### config.mk
export PLATFORM = sky130hd
export DESIGN_NAME = window_energy_cutter_flat
export DESIGN_NICKNAME = d
export VERILOG_FILES = /design/src/rtl/window_energy_cutter_if.sv /design/src/rtl/window_energy_cutter.sv /design/src/flat_wrapper.sv
export SDC_FILE = /design/constraint.sdc
export NUM_CORES = 1
export LEC_CHECK = 0
export BUFFER_PORTS_ARGS = -buffer_cell sky130_fd_sc_hd__buf_2
export CAP_MARGIN = 20
export CORE_MARGIN = 2
export CORE_UTILIZATION = 50
export DETAILED_ROUTE_END_ITERATION = 10
export PLACE_DENSITY = 0.74
export SETUP_SLACK_MARGIN = 0.5
export SYNTH_ARGS = -nofsm -noshare
export SYNTH_HDL_FRONTEND = slang
export SYNTH_SLANG_ARGS = --single-unit
### constraint.sdc
create_clock -name clk -period 27.5 [get_ports clk]
set_input_delay 1.375 -clock clk [delete_from_list [all_inputs] [get_ports clk]]
set_output_delay 1.375 -clock clk [all_outputs]
set_load 0.02 [all_outputs]
### src/rtl/window_energy_cutter_if.sv
// Bus bundle for window_energy_cutter: sample stream, threshold and
// energy/activity results.
interface window_energy_cutter_if #(
    parameter int DATA_WIDTH = 32,
    parameter int WIN_LOG2   = 4
);
    localparam int ACC_WIDTH = DATA_WIDTH + WIN_LOG2;

    logic                  flush;
    logic                  sq_valid;
    logic [DATA_WIDTH-1:0] sq_data;
    logic [ACC_WIDTH-1:0]  threshold;
    logic                  energy_valid;
    logic [ACC_WIDTH-1:0]  energy;
    logic                  active;
    logic                  onset;
    logic                  offset;

    modport master (
        output flush, sq_valid, sq_data, threshold,
        input  energy_valid, energy, active, onset, offset
    );

    modport slave (
        input  flush, sq_valid, sq_data, threshold,
        output energy_valid, energy, active, onset, offset
    );
endinterface

### src/rtl/window_energy_cutter.sv
// Sliding-window energy detector: N-sample running sum compared against a
// threshold, with a hold-off before releasing the active level.
module window_energy_cutter #(
    parameter int DATA_WIDTH   = 32,
    parameter int WIN_LOG2     = 4,
    parameter int HOLD_SAMPLES = 8
) (
    input logic                    clk,
    input logic                    rst,
    window_energy_cutter_if.slave  bus
);
    localparam int ACC_WIDTH = DATA_WIDTH + WIN_LOG2;
    localparam int N         = 1 << WIN_LOG2;
    localparam int HW        = $clog2(HOLD_SAMPLES + 1);

    localparam logic [WIN_LOG2:0] FILL_MAX  = (WIN_LOG2+1)'(N);
    localparam logic [WIN_LOG2:0] FILL_LAST = (WIN_LOG2+1)'(N - 1);
    localparam logic [HW-1:0]     HOLD_LAST = HW'(HOLD_SAMPLES - 1);

    typedef enum logic [1:0] {FILL, BELOW, ABOVE, HOLD} state_e;

    logic [DATA_WIDTH-1:0] win_q [N];
    logic [DATA_WIDTH-1:0] win_d [N];
    logic [ACC_WIDTH-1:0]  sum_q, sum_d;
    logic [WIN_LOG2-1:0]   wp_q, wp_d;
    logic [WIN_LOG2:0]     fill_q, fill_d;
    logic                  ev_q, ev_d;
    logic [HW-1:0]         hold_q, hold_d;
    state_e                state_q, state_d;
    logic                  active_q, active_d;
    logic                  onset_q, onset_d;
    logic                  offset_q, offset_d;
    logic                  above;

    // Window datapath: replace oldest sample and adjust running sum.
    always_comb begin
        win_d  = win_q;
        sum_d  = sum_q;
        wp_d   = wp_q;
        fill_d = fill_q;
        ev_d   = 1'b0;
        if (bus.flush) begin
            for (int i = 0; i < N; i++) win_d[i] = '0;
            sum_d  = '0;
            wp_d   = '0;
            fill_d = '0;
        end else if (bus.sq_valid) begin
            win_d[wp_q] = bus.sq_data;
            sum_d = sum_q + ACC_WIDTH'(bus.sq_data)
                  - ACC_WIDTH'(win_q[wp_q]);
            wp_d  = wp_q + 1'b1;
            if (fill_q != FILL_MAX) fill_d = fill_q + 1'b1;
            ev_d  = (fill_q >= FILL_LAST);
        end
    end

    always_ff @(posedge clk or posedge rst) begin
        if (rst) begin
            for (int i = 0; i < N; i++) win_q[i] <= '0;
            sum_q  <= '0;
            wp_q   <= '0;
            fill_q <= '0;
            ev_q   <= 1'b0;
        end else begin
            win_q  <= win_d;
            sum_q  <= sum_d;
            wp_q   <= wp_d;
            fill_q <= fill_d;
            ev_q   <= ev_d;
        end
    end

    assign above = (sum_q >= bus.threshold);

    always_ff @(posedge clk or posedge rst) begin
        if (rst) begin
            state_q  <= FILL;
            hold_q   <= '0;
            active_q <= 1'b0;
            onset_q  <= 1'b0;
            offset_q <= 1'b0;
        end else begin
            state_q  <= state_d;
            hold_q   <= hold_d;
            active_q <= active_d;
            onset_q  <= onset_d;
            offset_q <= offset_d;
        end
    end

    always_comb begin
        state_d = state_q;
        hold_d  = hold_q;
        if (bus.flush) begin
            state_d = FILL;
            hold_d  = '0;
        end else if (ev_q) begin
            unique case (state_q)
                FILL, BELOW: begin
                    state_d = above ? ABOVE : BELOW;
                    hold_d  = '0;
                end
                ABOVE: begin
                    if (!above) begin
                        if (HOLD_SAMPLES <= 1) begin
                            state_d = BELOW;
                        end else begin
                            state_d = HOLD;
                            hold_d  = HW'(1);
                        end
                    end
                end
                HOLD: begin
                    if (above) begin
                        state_d = ABOVE;
                        hold_d  = '0;
                    end else if (hold_q >= HOLD_LAST) begin
                        state_d = BELOW;
                        hold_d  = '0;
                    end else begin
                        hold_d = hold_q + 1'b1;
                    end
                end
                default: state_d = FILL;
            endcase
        end
    end

    // A flush drops active silently, so no offset edge is reported.
    always_comb begin
        active_d = (state_d == ABOVE) || (state_d == HOLD);
        onset_d  = active_d & ~active_q;
        offset_d = ~active_d & active_q & ~bus.flush;
    end

    assign bus.energy_valid = ev_q;
    assign bus.energy       = sum_q;
    assign bus.active       = active_q;
    assign bus.onset        = onset_q;
    assign bus.offset       = offset_q;
endmodule
### src/flat_wrapper.sv
// flat-port wrapper written by rule: the top's interface ports become plain ports
module window_energy_cutter_flat 
#(
    parameter int DATA_WIDTH   = 32,
    parameter int WIN_LOG2     = 4,
    parameter int HOLD_SAMPLES = 8
)
  (clk, rst, bus_flush, bus_sq_valid, bus_sq_data, bus_threshold, bus_energy_valid, bus_energy, bus_active, bus_onset, bus_offset);
  window_energy_cutter_if #(.DATA_WIDTH(DATA_WIDTH), .WIN_LOG2(WIN_LOG2)) bus_i ();
  input logic clk;
  input logic rst;
  input wire logic [$bits(bus_i.flush)-1:0] bus_flush;
  input wire logic [$bits(bus_i.sq_valid)-1:0] bus_sq_valid;
  input wire logic [$bits(bus_i.sq_data)-1:0] bus_sq_data;
  input wire logic [$bits(bus_i.threshold)-1:0] bus_threshold;
  output wire logic [$bits(bus_i.energy_valid)-1:0] bus_energy_valid;
  output wire logic [$bits(bus_i.energy)-1:0] bus_energy;
  output wire logic [$bits(bus_i.active)-1:0] bus_active;
  output wire logic [$bits(bus_i.onset)-1:0] bus_onset;
  output wire logic [$bits(bus_i.offset)-1:0] bus_offset;
  assign bus_i.flush = bus_flush;
  assign bus_i.sq_valid = bus_sq_valid;
  assign bus_i.sq_data = bus_sq_data;
  assign bus_i.threshold = bus_threshold;
  assign bus_energy_valid = bus_i.energy_valid;
  assign bus_energy = bus_i.energy;
  assign bus_active = bus_i.active;
  assign bus_onset = bus_i.onset;
  assign bus_offset = bus_i.offset;
  window_energy_cutter #(.DATA_WIDTH(DATA_WIDTH), .WIN_LOG2(WIN_LOG2), .HOLD_SAMPLES(HOLD_SAMPLES)) u_core (.clk(clk), .rst(rst), .bus(bus_i));
endmodule
==> results by group <==
Status
  – Run status: completed

Floorplanning
  – IO Count: 112
  – Die width: 250 um
  – Die Footprint: 0.0626 mm2
  – Die height: 250 um
  – Core area: 0.0601 mm2
  – Initial core utilization: 0.504
  – Site Rows: 90

Synth
  – Seq/Total Area, Yosys: 0.468
  – Synthesized cell area: 0.0303 mm2
  – Synthesized area per cell: 9.27 um2
  – Seq cells post-synth: 567
  – Main synth FF type: dfrtp_1
  – EDFF count, synth: 0
  – Cell count after synthesis: 3269
  – Syn nets: ~3500
  – Asr flop ratio synth: 1.00
  – Synth Warn #: 0
  – Yosys cell types: 66

Worst setup path
  – CP required: about 28000 ps
  – CP max FO: 108
  – FF-to-FF setup slack: ~21000 ps
  – CP Data Arrival Time: 6810 ps
  – RR Endpoint: u_core.bus.energy[28]$_DFFE_PP0P_
  – Critical Path Source Type: flip-flop
  – Crit Path Class: flip-flop to flip-flop
  – R2R depth: 14
  – CP startpoint: u_core.wp_q[0]$_DFFE_PP0P_
  – Worst R2R Start: u_core.wp_q[0]$_DFFE_PP0P_
  – CP Capture Point: u_core.bus.energy[28]$_DFFE_PP0P_
  – Worst Setup End Kind: flip-flop

Routing
  – Final WL: 92700 um
  – DR iter-0 viols: 3313
  – Antenna Nets Post-Route: 0
  – DRC viols: 0
  – DR pass1 iterations: 9
  – DR vias: 24600
  – Drt wl/cell: 23.0 um
  – Drt via density: 6.09

STA
  – Unrepaired setup endpoints after global routing: no
  – Final Hold Vio Count: 0
  – Max Clk Rate: roughly 160 MHz
  – Minimum clock period: 6280 ps
  – Fin crit share: 0.228
  – Final setup violating endpoints: 0
  – Setup tns final: 0 ps
  – Slew margin rel.: 0.264
  – Fin. max-slew vios: 0
  – Clock skew: 30.7 ps
  – Slew @ Worst Pin: roughly 1100 ps

Clock network
  – Post-CTS Resized: 0
  – Cts bufs inserted: 57
  – Clock sinks: 567
  – H-Tree Level Count: 2
  – Setup bufs post-CTS: 0
  – Clock Tree Root: clkbuf_16
  – CTS tree: yes
  – Clock Tree Buf Depth: 3
  – CTS Hold Bufs: 0
  – Clock transition at path regs: approximately 60 ps
  – Worst skew pair latency: about 650 ps

Global routing
  – Total Routing Usage GR: 0.296
  – First-pass GRT wire length: about 140000 um
  – Pin count of the biggest net entering global routing: 167
  – Vias in the first global route: 24000
  – Initial antenna violation count: 9
  – GRT overflow: 0

Place
  – Placed Area: 0.0314 mm2
  – Buffers added on ports: 111
  – HPWL after DPL: 53800 um
  – RePlAce Congestion: 0.844
  – Dpl cells: 3932

Final layout
  – Fin util: 0.556
  – Finished Cell Area: 0.0334 mm2
  – Final cell count without fillers: 4038
  – Fillers: ~5200
  – Layout area overhead: 10.3%
  – Share of cells above drive strength 1: 0.140
  – NumNets Final: between 3000 and 4000

Power and ir drop
  – P per Cell Area: between 70 and 80 mW/mm2
  – Worst vdd ir: approximately 50 uV
  – Leakage: 0.0143 uW

Flow run
  – Max-cap violations: 0

Hold path
  – Min-delay worst type: flip-flop to flip-flop
==> metal layers <==
metal / up-vias / routed length, um / global-route usage
met5: - / 92 / 0.00386
li1: 10800 / - / -
met1: 12100 / 35800 / 0.396
met2: 1409 / 42900 / 0.462
met3: 268 / 10600 / 0.0812
met4: 14 / 3340 / 0.111
==> how the worst min path moves through the flow <==
stage,from,end,slack [ps],cells after the start
2_1_floorplan,u_core.win_q[128]$_DFFE_PP0P_,u_core.win_q[128]$_DFFE_PP0P_,440,2
3_3_place_gp,u_core.bus.active$_DFF_PP0_,u_core.bus.onset$_DFF_PP0_,440,1
3_5_place_dp,u_core.bus.active$_DFF_PP0_,u_core.bus.onset$_DFF_PP0_,460,1
4_1_cts,u_core.bus.active$_DFF_PP0_,u_core.bus.onset$_DFF_PP0_,470,1
5_1_grt,u_core.win_q[135]$_DFFE_PP0P_,u_core.win_q[135]$_DFFE_PP0P_,490,2
6_report,u_core.bus.active$_DFF_PP0_,u_core.bus.onset$_DFF_PP0_,460,1
==> where the power goes <==
| group | switching (uW) | internal, uW | total, uW |
|---|---|---|---|
| combinational | 417 | 281 | 698 |
| sequential | 42.0 | 866 | 908 |
| clock | 345 | 449 | 794 |
==> cells in the mapped netlist, drive strengths merged (3+ instances only) <==
| master | instances | share of area |
|---|---|---|
| nor2 | 72 | 0.0089 |
| a2111oi | 3 | 0.0011 |
| ha | 80 | 0.033 |
| nand4 | 16 | 0.0033 |
| a21boi | 3 | 0.00074 |
| nor3 | 13 | 0.0021 |
| nand3b | 4 | 0.00099 |
| and3 | 9 | 0.0019 |
| fa | 32 | 0.021 |
| xnor2 | 16 | 0.0046 |
| mux2i | 21 | 0.0069 |
| or4bb | 3 | 0.0011 |
| nand2 | 1062 | 0.13 |
| o21ai | 56 | 0.0093 |
| or3 | 3 | 0.00062 |
| o21a | 8 | 0.0020 |
| nor3b | 4 | 0.00099 |
| nor2b | 11 | 0.0023 |
| o211ai | 3 | 0.00074 |
| a31oi | 3 | 0.00062 |
| xor2 | 9 | 0.0026 |
| o31ai | 5 | 0.0012 |
| a211o | 3 | 0.00087 |
| mux2 | 4 | 0.0015 |
| nand2b | 14 | 0.0029 |
| clkbuf | 253 | 0.031 |
| a211oi | 13 | 0.0032 |
| buf | 26 | 0.0032 |
| a21o | 22 | 0.0055 |
| dfrtp | 567 | 0.47 |
| nand3 | 22 | 0.0036 |
| o21bai | 3 | 0.00074 |
| o311ai | 6 | 0.0017 |
| mux4 | 160 | 0.12 |
| a32o | 4 | 0.0013 |
| a21oi | 526 | 0.087 |
| inv | 177 | 0.022 |
==> registers in the layout, indices dropped and copies added (netlist names) <==
signal and cells:
u_core.wp_q 4, u_core.bus.offset 1, u_core.bus.onset 1, u_core.bus.active 1, u_core.bus.energy_valid 1, u_core.state_q 2
u_core.bus.energy 36, u_core.hold_q 4, u_core.fill_q 5, u_core.win_q 512
==> kinds of logic after synthesis <==
kind of cell | after synthesis | share of synthesized area
xor gates and xnor gates | 25 | 0.00723
muxes | 185 | 0.127
buffers and inverters | 456 | 0.0565
AOI/OAI and AO/OA | 679 | 0.123
DFF | 567 | 0.468
and+or+nand+nor | 1245 | 0.164
adders and majority gates | 112 | 0.0542
==> stage by stage <==
| stage | setup WS [ps] | total power [uW] | hold WS, ps |
|---|---|---|---|
| 2_1_floorplan | 10270 | 1440 | 445 |
| 3_3_place_gp | 21440 | 1600 | 442 |
| 3_5_place_dp | 21380 | 1610 | 462 |
| 4_1_cts | 21360 | 2400 | 474 |
| 5_1_grt | 21100 | 2520 | 486 |
| 6_report | 21220 | 2400 | 464 |
==> worst max-delay path: stages (launching register included) <==
cell and delay [ps]:
dfrtp_4 790, buf_12 660, mux4_2 620, mux4_2 580, fa_1 510, inv_1 40
ha_1 350, and3_1 200, a221oi_4 350, o32ai_1 200, or4_4 560, a221o_1 370
a41oi_1 250, mux2_1 340, o311ai_1 80
==> cell type report <==
cell class              count  area (um2)  share of cell area
inverters                 177         672              0.0201
repair buffers            164        1100              0.0330
well taps                 782         978              0.0293
clock buffers              80        1620              0.0486
flip-flops and latches    567       14200               0.425
clock inverters            20         254             0.00760
multi-input cells        2246       14600               0.436
diodes                      2        5.00            0.000150
==> cell usage in the layout, fill, tap and decap left out, types with 13 or more instances in the layout <==
cell	Yosys	layout
nand2_1	1062	1062
dfrtp_1	567	563
a21oi_1	526	526
inv_1	177	176
mux4_2	160	160
buf_2	0	109
ha_1	80	80
nor2_1	72	61
clkbuf_16	0	57
o21ai_0	56	56
buf_4	0	44
fa_1	32	32
a21o_1	22	22
mux2i_1	21	21
nand4_1	16	16
xnor2_1	16	16
nand2b_1	14	14
a211oi_1	13	13
No activity file was read; power rests on OpenSTA's default activity.
